[src/rtl/modexp_scheduler.sv]
`default_nettype none
// +----------------------------------------------------------------------------+
// | Module   : modexp_scheduler                                                |
// | Purpose  : Two-requester modular exponentiation scheduler. Round-robin     |
// |            arbitrates req0/req1, then runs left-to-right square-and-       |
// |            multiply, issuing every product to one shared external modular  |
// |            multiplier over a start/done handshake.                         |
// | Ports    : clk, reset (async, active-high)                                 |
// |            req0/req1, base0/1, exp0/1, mod0/1  - requester side inputs     |
// |            gnt0/gnt1                           - one-cycle grant pulses    |
// |            done, result, result_id, err, busy  - completion/status         |
// |            mm_start, mm_a, mm_b, mm_n          - multiplier request        |
// |            mm_done, mm_result                  - multiplier response       |
// |            cycles                              - job cycle count           |
// | Config   : MODEXP_PERF_CNT_EN - when defined, builds the cycle counter;    |
// |            otherwise cycles is tied to 0.                                  |
// | Revision : 1.0 - initial release                                           |
// +----------------------------------------------------------------------------+
module modexp_scheduler #(
  parameter int WIDTH  = 16,
  parameter int EWIDTH = 16
) (
  input  logic              clk,
  input  logic              reset,
  input  logic              req0,
  input  logic              req1,
  input  logic [WIDTH-1:0]  base0,
  input  logic [WIDTH-1:0]  base1,
  input  logic [EWIDTH-1:0] exp0,
  input  logic [EWIDTH-1:0] exp1,
  input  logic [WIDTH-1:0]  mod0,
  input  logic [WIDTH-1:0]  mod1,
  output logic              gnt0,
  output logic              gnt1,
  output logic              done,
  output logic [WIDTH-1:0]  result,
  output logic              result_id,
  output logic              err,
  output logic              busy,
  output logic              mm_start,
  output logic [WIDTH-1:0]  mm_a,
  output logic [WIDTH-1:0]  mm_b,
  output logic [WIDTH-1:0]  mm_n,
  input  logic              mm_done,
  input  logic [WIDTH-1:0]  mm_result,
  output logic [31:0]       cycles
);

  localparam int IW = (EWIDTH > 1) ? $clog2(EWIDTH) : 1;

  localparam logic [IW-1:0]    c_top_idx = IW'(EWIDTH - 1);
  localparam logic [IW-1:0]    c_idx_one = IW'(1);
  localparam logic [WIDTH-1:0] c_one     = WIDTH'(1);

  localparam logic [3:0] c_st_idle  = 4'd0;
  localparam logic [3:0] c_st_check = 4'd1;
  localparam logic [3:0] c_st_scan  = 4'd2;
  localparam logic [3:0] c_st_sqr   = 4'd3;
  localparam logic [3:0] c_st_sqr_w = 4'd4;
  localparam logic [3:0] c_st_mul   = 4'd5;
  localparam logic [3:0] c_st_mul_w = 4'd6;
  localparam logic [3:0] c_st_next  = 4'd7;
  localparam logic [3:0] c_st_done  = 4'd8;

  logic [3:0]        r_state;
  logic [3:0]        w_next_state;
  logic [WIDTH-1:0]  r_base;
  logic [WIDTH-1:0]  r_n;
  logic [WIDTH-1:0]  r_acc;
  logic [WIDTH-1:0]  r_result;
  logic [EWIDTH-1:0] r_exp;
  logic [IW-1:0]     r_idx;
  logic              r_id;
  logic              r_rr;
  logic              r_result_id;
  logic              r_err;
  logic              w_take;
  logic              w_pick1;
  logic              w_bit;

  // r_rr set means requester 1 wins the next tie.
  assign w_pick1 = req1 & (~req0 | r_rr);
  // Grants are combinational in IDLE; reset gates them so every output is 0
  // while reset is held.
  assign w_take  = (r_state == c_st_idle) & (req0 | req1) & ~reset;
  assign w_bit   = r_exp[r_idx];

  // State register
  always_ff @(posedge clk or posedge reset) begin
    if (reset) begin
      r_state <= c_st_idle;
    end else begin
      r_state <= w_next_state;
    end
  end

  // Next-state logic
  always_comb begin
    w_next_state = r_state;
    case (r_state)
      c_st_idle:  if (w_take) w_next_state = c_st_check;
      c_st_check: begin
        if ((r_n == '0) || (r_exp == '0)) w_next_state = c_st_done;
        else                              w_next_state = c_st_scan;
      end
      c_st_scan:  if (w_bit) w_next_state = c_st_sqr;
      c_st_sqr:   w_next_state = c_st_sqr_w;
      c_st_sqr_w: if (mm_done) w_next_state = w_bit ? c_st_mul : c_st_next;
      c_st_mul:   w_next_state = c_st_mul_w;
      c_st_mul_w: if (mm_done) w_next_state = c_st_next;
      c_st_next:  w_next_state = (r_idx == '0) ? c_st_done : c_st_sqr;
      c_st_done:  w_next_state = c_st_idle;
      default:    w_next_state = c_st_idle;
    endcase
  end

  // Output logic
  always_comb begin
    gnt0     = w_take & ~w_pick1;
    gnt1     = w_take & w_pick1;
    done     = (r_state == c_st_done);
    err      = (r_state == c_st_done) & r_err;
    busy     = w_take | (r_state != c_st_idle);
    mm_start = (r_state == c_st_sqr) | (r_state == c_st_mul);
    mm_a     = '0;
    mm_b     = '0;
    // Operands come straight from registers that only change on mm_done,
    // so they stay stable for the whole multiplier wait.
    case (r_state)
      c_st_sqr, c_st_sqr_w: begin
        mm_a = r_acc;
        mm_b = r_acc;
      end
      c_st_mul, c_st_mul_w: begin
        mm_a = r_acc;
        mm_b = r_base;
      end
      default: begin
        mm_a = '0;
        mm_b = '0;
      end
    endcase
  end

  assign result    = r_result;
  assign result_id = r_result_id;
  assign mm_n      = r_n;

  // Datapath: operand capture, accumulator, bit index, result registers
  always_ff @(posedge clk or posedge reset) begin
    if (reset) begin
      r_base      <= '0;
      r_exp       <= '0;
      r_n         <= '0;
      r_acc       <= c_one;
      r_idx       <= '0;
      r_id        <= 1'b0;
      r_rr        <= 1'b0;
      r_result    <= '0;
      r_result_id <= 1'b0;
      r_err       <= 1'b0;
    end else begin
      case (r_state)
        c_st_idle: begin
          if (w_take) begin
            r_base <= w_pick1 ? base1 : base0;
            r_exp  <= w_pick1 ? exp1  : exp0;
            r_n    <= w_pick1 ? mod1  : mod0;
            r_id   <= w_pick1;
            r_idx  <= c_top_idx;
            // Only a contested grant moves the pointer, to the loser.
            if (req0 && req1) r_rr <= ~w_pick1;
          end
        end
        c_st_check: begin
          if (r_n == '0) begin
            r_result    <= '0;
            r_err       <= 1'b1;
            r_result_id <= r_id;
          end else if (r_exp == '0) begin
            r_result    <= (r_n == c_one) ? '0 : c_one;
            r_err       <= 1'b0;
            r_result_id <= r_id;
          end
        end
        c_st_scan: begin
          if (!w_bit) r_idx <= r_idx - c_idx_one;
        end
        c_st_sqr_w, c_st_mul_w: begin
          if (mm_done) r_acc <= mm_result;
        end
        c_st_next: begin
          if (r_idx == '0) begin
            r_result    <= r_acc;
            r_err       <= 1'b0;
            r_result_id <= r_id;
          end else begin
            r_idx <= r_idx - c_idx_one;
          end
        end
        c_st_done: begin
          r_acc <= c_one;
        end
        default: begin
          r_acc <= r_acc;
        end
      endcase
    end
  end

`ifdef MODEXP_PERF_CNT_EN
  logic [31:0] r_cnt;
  logic [31:0] r_cycles;

  // During the k-th cycle after the grant r_cnt holds k-1, so the value
  // latched in DONE equals the grant-to-done distance.
  always_ff @(posedge clk or posedge reset) begin
    if (reset) begin
      r_cnt    <= '0;
      r_cycles <= '0;
    end else begin
      if (w_take) begin
        r_cnt <= '0;
      end else if (busy) begin
        r_cnt <= r_cnt + 32'd1;
      end
      if (r_state == c_st_done) r_cycles <= r_cnt + 32'd1;
    end
  end

  assign cycles = r_cycles;
`else
  assign cycles = '0;
`endif

endmodule
`default_nettype wire
[config.mk]
export PLATFORM = sky130hd
export DESIGN_NAME = modexp_scheduler
export DESIGN_NICKNAME = d
export VERILOG_FILES = /design/src/rtl/modexp_scheduler.sv
export SDC_FILE = /design/constraint.sdc
export NUM_CORES = 1
export LEC_CHECK = 0
export ABC_AREA = 1
export CAP_MARGIN = 20
export CORE_MARGIN = 5
export CORE_UTILIZATION = 46
export DETAILED_ROUTE_END_ITERATION = 8
export GPL_ROUTABILITY_DRIVEN = 0
export PLACE_DENSITY = 0.87
export SYNTH_ARGS = -nofsm -noshare
export SYNTH_HDL_FRONTEND = slang
export SYNTH_SLANG_ARGS = --single-unit
[constraint.sdc]
create_clock -name clk -period 6.4 [get_ports clk]
set_clock_uncertainty 0.05 [all_clocks]
set_input_delay 1.28 -clock clk [delete_from_list [all_inputs] [get_ports clk]]
set_output_delay 1.28 -clock clk [all_outputs]
set_load 0.01 [all_outputs]
==> results of run 1 <==
-- worst max-delay path: cells and delay by family --
kind | cells | cell delay (ns)
compound gates | 1 | 0.51
simple gates | 1 | 0.19
buf+inv | 2 | 1.08
-- power by group --
| group | internal (W) | leakage (nW) | switching [W] |
|---|---|---|---|
| Sequential | 0.000809 | 1.16 | 0.000137 |
| Clock | 0.000150 | 0.0938 | 0.000226 |
| Combinational | 0.000613 | 1.87 | 0.000787 |
-- cells in the mapped netlist --
cell      instances  area, um2
a21oi_1           1       5.00
a21oi_2           2       17.5
a22oi_1           8       60.1
buf_2            12       60.1
buf_4            39        293
buf_6             3       33.8
clkbuf_1          7       26.3
conb_1            1       3.75
dfrtp_1          91       2280
dfstp_2           1       26.3
ha_1              2       25.0
inv_1            72        270
inv_2             5       18.8
nand2_1         178        668
nand2_2           3       18.8
nand3_1          58        290
nand3_2           1       10.0
nand3b_1          1       7.51
nand4_1           4       25.0
nor2_1           37        139
nor2_2            3       18.8
nor2_4            1       11.3
nor3_1            6       30.0
nor3_4            1       16.3
nor4_1            1       6.26
o211ai_1         26        195
o211ai_2          8        100
o21ai_0          31        155
o21ai_1           3       15.0
o21ai_2           1       8.76
o22ai_1          16        100
or2_2             2       12.5
xor2_1            1       8.76
-- stage by stage --
stage                     hold slack, ns  area, um2  instances   util
after floorplan                    0.409       5070        657      -
after global placement             0.411       6720        921  0.646
after detailed placement           0.416       6750        922  0.648
after CTS                          0.445       6930        938  0.666
after global routing               0.473       6930        938  0.666
final                              0.444       6930        938  0.666
-- sequential cells by signal, indices dropped and copies added (netlist names) --
register	cells
mm_n	16
r_rr	1
r_acc	16
r_id	1
r_err	1
r_state	4
r_base	16
result_id	1
r_exp	16
result	16
r_idx	4
-- worst max path at each step --
stage          slack (ns)             endpoint                   start  cells after the start
2_1_floorplan        2.68  mm_n[0]$_DFFE_PP0P_                   reset                      1
3_3_place_gp         2.05                 busy                   reset                      5
3_5_place_dp         2.00                 busy                   reset                      5
4_1_cts              2.00                 busy                   reset                      5
5_1_grt              1.89              mm_a[0]  r_state[3]$_DFFE_PP0P_                      8
6_report             2.01                 busy                    req1                      4
-- cells by family (layout without fill, tap and decap cells) --
logic type | count (synthesis) | count (layout) | synth area share
other | 1 | 32 | 0.000757
AO/OA/AOI/OAI | 96 | 96 | 0.133
AND/OR/NAND/NOR | 296 | 296 | 0.253
flip-flops | 92 | 92 | 0.465
XOR/XNOR | 1 | 1 | 0.00177
adder cells (fa/ha/maj) | 2 | 2 | 0.00505
buffers and inverters | 138 | 283 | 0.142
-- metal layers --
metal | routed length [um] | up-vias | track usage
met3 | 1200 | 20 | 0.0488
met2 | 7960 | 234 | 0.405
li1 | - | 2303 | -
met1 | 5680 | 2301 | 0.279
met4 | 252 | 0 | 0.0641
met5 | 0 | - | 0
-- final cells by class --
cell class | count | area [um2]
tap | 136 | 170
inverter | 77 | 292
clock inverter | 6 | 55.1
timing repair buffer | 190 | 1910
clock buffer | 10 | 128
sequential | 92 | 2300
multi-input combinational | 427 | 2070
fill | 894 | 3480
==> flow_summary.ini, run 1 <==
[outcome]
status = complete, no violations

[synthesis]
ys_seq_elements = 92
yosysWarnings = 0
seq_area_frac_synth = 0.465
avgSynthCellArea_um2 = 7.91
synth_cells = 626
synth_cell_types = 33
netlist_area_mm2 = 0.00495

[setup_path]
crit_required_ns = 5.07
cp.arrival_ns = 3.06
rrSetupSlack_ns = 3.96
cp_common_cell = clkdlybuf4s50_1
startpoint_type = primary input
critPathSlowestCell = clkdlybuf4s50_1
endpoint_kind = output pin
reg2reg_from = r_state[1]$_DFFE_PP0P_
r2r-end = result[2]$_DFFE_PP0P_
rr_worst_depth = 7
cp_slowest_stage_delay_ns = 0.56
path_cells = clkdlybuf4s50_1 -> o21ai_2 -> nand3_2 -> clkdlybuf4s50_1
crit_fanout = 12
path_class = primary input to output pin

[grt]
grt_pass1_wl_um = 23800
track_usage = 0.228
overflow = 0
grt_pass1_vias = 4744
antenna_found_initial = 0
grt_max_degree = 71

[power]
p_per_area_mw_per_mm2 = 393
ir_drop_uv = 164
p_total_w = 0.00272
power_leakage_nw = 3.13

[timing]
max_slew.worst_pin.slew_ns = 0.826
layout_min_cycle_time_ns = 4.39
setup_viol = 0
finalHoldViolations = 0
setup_tns_ns = 0
maxSlewViolCount = 0
period_share = 0.686
maxSlewHeadroom = 0.449
rsz0062_at_grt = false
max_freq_mhz = 228
fin_ws_ns = 2.01

[die]
die_area_mm2 = 0.0129
start_util = 0.476
die_h_um = 114
pin_count = 220
rows = 37
die_x_um = 114
core_mm2 = 0.0104

[clocking]
numClockSinks = 92
cts-hold-fix-buffers = 0
cts_inserted_buffers = 9
cts_setup_buffers = 0
tritoncts = built
clkSlewWorstSetupHoldPaths_ns = 0.11
root_buffer = clkbuf_8
clock_latency_ns = 0.36
htreeDepth = 3
cts_resized = 0
clock_tree.buffer_depth = 2

[cells_and_area]
area_growth_pct = 40.0
fin_nets = 916
drive_gt1_frac = 0.0586
final_cell_mix = clkdlybuf4s50_1, nand2_1, dfrtp_1
final_common_cell = clkdlybuf4s50_1
antenna_cells = 0

[placed_design]
io_buffers = 187
dp_slack_ns = 2.00
detailed_place_hpwl_um = 11500

[route]
drt_wl_total_um = 15100
drtIter0Drc = 455
vias = 4858
drt_first_pass_iters = 5
vias_per_cell = 5.18
ant_nets = 0
wl_per_cell_um = 16.1
drc = 0

[worst_hold_path]
hold_path_depth = 2
hold_class = flop to flop
hp-start = result[13]$_DFFE_PP0P_
whs_endpoint = result[13]$_DFFE_PP0P_

[flow_run]
max_cap_violations = 0
Note: power is estimated with default switching activity, not from simulation.
==> run 2, diff against run 1 <==
--- a/config.mk
+++ b/config.mk
@@ -8,10 +8,10 @@
 export ABC_AREA = 1
 export CAP_MARGIN = 20
 export CORE_MARGIN = 5
-export CORE_UTILIZATION = 46
+export CORE_UTILIZATION = 43
 export DETAILED_ROUTE_END_ITERATION = 8
 export GPL_ROUTABILITY_DRIVEN = 0
-export PLACE_DENSITY = 0.87
+export PLACE_DENSITY = 0.82
 export SYNTH_ARGS = -nofsm -noshare
 export SYNTH_HDL_FRONTEND = slang
 export SYNTH_SLANG_ARGS = --single-unit
==> constraint.sdc (replaced) <==
create_clock -name clk -period 4.3 [get_ports clk]
set_clock_uncertainty 0.05 [all_clocks]
set_input_delay 0.86 -clock clk [delete_from_list [all_inputs] [get_ports clk]]
set_output_delay 0.86 -clock clk [all_outputs]
set_load 0.01 [all_outputs]
==> flow_summary.ini, run 2 (synthesis gave the netlist of run 1 again) <==
[timing]
rsz0062_at_grt = false
period_share = 0.835
layout_min_cycle_time_ns = 3.59
max_slew.worst_pin.slew_ns = 0.830
finalHoldViolations = 0
setup_tns_ns = 0
max_freq_mhz = 278
maxSlewViolCount = 0
setup_viol = 0
fin_ws_ns = 0.708
maxSlewHeadroom = 0.446

[setup_path]
cp-endpoint = mm_a[13]
cp.arrival_ns = 2.68
crit_required_ns = 3.39
rrSetupSlack_ns = 1.86
startpoint_type = flop
crit_fanout = 17
r2r-end = result_id$_DFFE_PP0P_
reg2reg_from = r_state[1]$_DFFE_PP0P_
setup.worst_path.start = r_state[2]$_DFFE_PP0P_
rr_worst_depth = 7
endpoint_kind = output pin
path_class = flop to output pin

[worst_hold_path]
hold_path_depth = 2
hold_class = flop to flop

[placed_design]
io_buffers = 187
detailed_place_hpwl_um = 11300
dp_slack_ns = 0.749

[route]
wl_met2_um = 7400
vias_per_cell = 4.93
top_layer = met4
vias = 4674
drc = 0
drt-met1-wl_um = 5960
drtIter0Drc = 397
ant_nets = 0
wl_per_cell_um = 15.6
drt_first_pass_iters = 5
wl_met3_um = 1060
drt_wl_total_um = 14700

[power]
p_int_w = 0.00253
power.switching_w = 0.00171
power_leakage_nw = 3.18
seq_power_share = 0.333
p_per_area_mw_per_mm2 = 602
ir_drop_uv = 312
power.share.switching = 0.404
comb_power_share = 0.493
p_clk_frac = 0.174

[die]
start_util = 0.436
die_h_um = 117
die_area_mm2 = 0.0138
rows = 39
die_x_um = 117
core_mm2 = 0.0114
pin_count = 220

[clocking]
clock_tree.buffer_depth = 2
root_buffer = clkbuf_16
clock_latency_ns = 0.33
cts_inserted_buffers = 9
tritoncts = built
cts-hold-fix-buffers = 0
cts_setup_buffers = 0
htreeDepth = 3
numClockSinks = 92
cts_resized = 0
clkSlewWorstSetupHoldPaths_ns = 0.07

[cells_and_area]
drive_gt1_frac = 0.0621
fin_nets = 919
final_common_cell = clkdlybuf4s50_1
area_growth_pct = 42.1
antenna_cells = 0
final_cell_mix = clkdlybuf4s50_1, nand2_1, dfrtp_1

[grt]
grt_pass1_wl_um = 23700
track_usage = 0.212
antenna_found_initial = 0
overflow = 0
grt_max_degree = 49
grt_pass1_vias = 4563

[flow_run]
max_cap_violations = 0

[outcome]
status = complete, no violations
## run 2: power groups by stage
| stage | clock (W) | sequential [W] | combinational [W] |
|---|---|---|---|
| 2_1_floorplan | 0 | 0.00139 | 0.00125 |
| 3_3_place_gp | 0 | 0.00141 | 0.00207 |
| 3_5_place_dp | 0 | 0.00142 | 0.00210 |
| 4_1_cts | 0.000753 | 0.00141 | 0.00212 |
| 5_1_grt | 0.000798 | 0.00145 | 0.00231 |
| 6_report | 0.000737 | 0.00141 | 0.00209 |
## run 2: cell type report
class	instances	area, um2
clock buffers	10	229
clock inverters	6	47.5
fillers	1036	4330
multi-input cells	427	2070
inverters	77	292
repair buffers	193	1920
flip-flops and latches	92	2300
well taps	143	179
## run 2: how the worst min path moves through the flow
stage                            endpoint             startpoint
floorplan               r_err$_DFFE_PP0P_      r_err$_DFFE_PP0P_
global placement    result[1]$_DFFE_PP0P_  result[1]$_DFFE_PP0P_
detailed placement  result[2]$_DFFE_PP0P_  result[2]$_DFFE_PP0P_
CTS                 result[2]$_DFFE_PP0P_  result[2]$_DFFE_PP0P_
global route        result[1]$_DFFE_PP0P_  result[1]$_DFFE_PP0P_
finish              result[2]$_DFFE_PP0P_  result[2]$_DFFE_PP0P_
## run 2: through the flow
step / utilization / instances / hold WS, ns / power [W] / area, um2
2_1_floorplan: - / 657 / 0.409 / 0.00264 / 5070
3_3_place_gp: 0.595 / 932 / 0.412 / 0.00347 / 6760
3_5_place_dp: 0.595 / 932 / 0.416 / 0.00352 / 6760
4_1_cts: 0.619 / 948 / 0.435 / 0.00428 / 7040
5_1_grt: 0.619 / 948 / 0.448 / 0.00456 / 7040
6_report: 0.619 / 948 / 0.430 / 0.00424 / 7040
## run 2: worst max-delay path, stage by stage, from the launching register on
cell,delay [ns]
dfrtp_1,0.39
nor2_1,0.09
inv_1,0.16
nor2_1,0.09
nor2_2,0.58
nand2_1,0.17
inv_2,0.28
nor2_1,0.08
clkdlybuf4s50_1,0.48
## run 2: routing by layer
layer / GRT usage / up-vias
met5: 0 / -
met4: 0.0674 / 0
met3: 0.0476 / 26
met2: 0.357 / 191
met1: 0.271 / 2146
li1: - / 2311
==> run 3, diff against run 2 <==
--- a/config.mk
+++ b/config.mk
@@ -8,10 +8,10 @@
 export ABC_AREA = 1
 export CAP_MARGIN = 20
 export CORE_MARGIN = 5
-export CORE_UTILIZATION = 43
+export CORE_UTILIZATION = 38
 export DETAILED_ROUTE_END_ITERATION = 8
 export GPL_ROUTABILITY_DRIVEN = 0
-export PLACE_DENSITY = 0.82
+export PLACE_DENSITY = 0.77
 export SYNTH_ARGS = -nofsm -noshare
 export SYNTH_HDL_FRONTEND = slang
 export SYNTH_SLANG_ARGS = --single-unit
==> constraint.sdc (replaced) <==
create_clock -name clk -period 3.2 [get_ports clk]
set_clock_uncertainty 0.05 [all_clocks]
set_input_delay 0.64 -clock clk [delete_from_list [all_inputs] [get_ports clk]]
set_output_delay 0.64 -clock clk [all_outputs]
set_load 0.01 [all_outputs]
==> flow_summary.ini, run 3 (synthesis gave the netlist of run 1 again) <==
[cells_and_area]
fin_nets = 926
final_common_cell = clkdlybuf4s50_1
antenna_cells = 0
nFillCells = 1189
final_cell_mix = clkdlybuf4s50_1, nand2_1, dfrtp_1
fin_area_mm2 = 0.00719
area_growth_pct = 45.1
drive_gt1_frac = 0.0691

[grt]
grt_pass1_vias = 4513
track_usage = 0.199
overflow = 0
grt-busiest-layer = met2
use_met3 = 0.0395
grt_use_met1 = 0.253
grt_use_met2 = 0.328
antenna_found_initial = 0
grt_pass1_wl_um = 23500
grt_max_degree = 49

[placed_design]
dpl_cell_area_mm2 = 0.00686
detailed_place_hpwl_um = 11800
io_buffers = 187
dp_slack_ns = 0.139

[clocking]
tritoncts = built
clkSlewWorstSetupHoldPaths_ns = 0.06
numClockSinks = 92
htreeDepth = 3
root_buffer = clkbuf_16
clock_latency_ns = 0.34
clock_tree.buffer_depth = 2
cts_inserted_buffers = 9

[route]
drt_wl_total_um = 15500
drt_first_pass_iters = 5
vias = 4734
wl_per_cell_um = 15.8
drtIter0Drc = 300
ant_nets = 0
drc = 0
vias_per_cell = 4.82

[timing]
rsz0062_at_grt = false
fin_ws_ns = 0.159
whs_ns = 0.426
setup_tns_ns = 0
period_share = 0.950
maxSlewViolCount = 0
max_freq_mhz = 329
setup_viol = 0
maxSlewHeadroom = 0.624
layout_min_cycle_time_ns = 3.04
finalHoldViolations = 0
max_slew.worst_pin.slew_ns = 0.565

[worst_hold_path]
hold_path_depth = 2
hp-start = result[13]$_DFFE_PP0P_
whs_endpoint = result[13]$_DFFE_PP0P_
hold_class = flop to flop

[setup_path]
r2r-end = r_err$_DFFE_PP0P_
setup.worst_path.start = r_state[3]$_DFFE_PP0P_
rrSetupSlack_ns = 0.90
path_class = flop to output pin
startpoint_type = flop
crit_fanout = 16
rr_worst_depth = 10
reg2reg_from = mm_n[10]$_DFFE_PP0P_
endpoint_kind = output pin
cp.arrival_ns = 2.35
crit_required_ns = 2.51

[power]
p_per_area_mw_per_mm2 = 823
power_leakage_nw = 3.24
ir_drop_uv = 314

[die]
rows = 41
die_area_mm2 = 0.0154
die_x_um = 124
die_h_um = 124
core_mm2 = 0.0127
start_util = 0.389
pin_count = 220

[flow_run]
max_cap_violations = 0

[outcome]
status = complete, no violations
-- run 3: changes by cell type in the layout (fill, tap and decap cells not counted) --
cell,previous run,this run
inv_6,2,0
clkinvlp_4,1,0
buf_4,6,12
buf_12,0,1
nor2_2,3,2
clkinv_4,2,1
nor2_4,1,2
clkbuf_8,0,1
bufinv_16,0,2
-- run 3: area by class of cell --
type | count | area, um2 | area share
clock buffers | 11 | 243 | 0.0338
clock inverters | 4 | 73.8 | 0.0103
inverters | 77 | 292 | 0.0406
multi-input cells | 427 | 2080 | 0.289
flip-flops and latches | 92 | 2300 | 0.321
well taps | 172 | 215 | 0.0299
repair buffers | 200 | 1980 | 0.276
-- run 3: through the flow --
stage,instances,util,power [W]
finish,983,0.565,0.00591
global route,983,0.565,0.00635
CTS,982,0.564,0.00595
detailed placement,967,0.539,0.00478
global placement,967,0.539,0.00472
floorplan,657,-,0.00355
-- run 3: worst max-delay path: stages (launching register included) --
cell             delay, ns
dfrtp_1               0.40
nor2_1                0.22
inv_1                 0.14
nor2_1                0.23
nor2_4                0.05
buf_4                 0.20
o22ai_1               0.16
clkdlybuf4s50_1       0.62
-- run 3: per-layer routing --
| layer | routed length (um) | vias to the layer above |
|---|---|---|
| met2 | 7670 | 153 |
| met1 | 6310 | 2226 |
| li1 | - | 2322 |
| met3 | 1010 | 33 |
| met5 | 0 | - |
| met4 | 544 | 0 |
-- run 3: worst max path at each step --
stage	slack, ns	to
6_report	0.16	mm_b[0]
5_1_grt	0.05	mm_a[13]
4_1_cts	0.03	mm_a[13]
3_5_place_dp	0.14	mm_a[13]
3_3_place_gp	0.21	mm_a[13]
2_1_floorplan	0.12	mm_n[0]$_DFFE_PP0P_
-- run 3: timing repair --
item,in CTS,in global routing
gates resized for setup,1,0
pin swaps,0,1
hold buffers,0,0
setup buffers,0,1
endpoints found under the hold margin,0,0
setup endpoints to repair,16,16
-- run 3: where the power goes --
| part | switching (W) | internal (W) |
|---|---|---|
| Sequential | 0.000266 | 0.00162 |
| Clock | 0.000443 | 0.000702 |
| Combinational | 0.00161 | 0.00127 |
| Total | 0.00232 | 0.00360 |
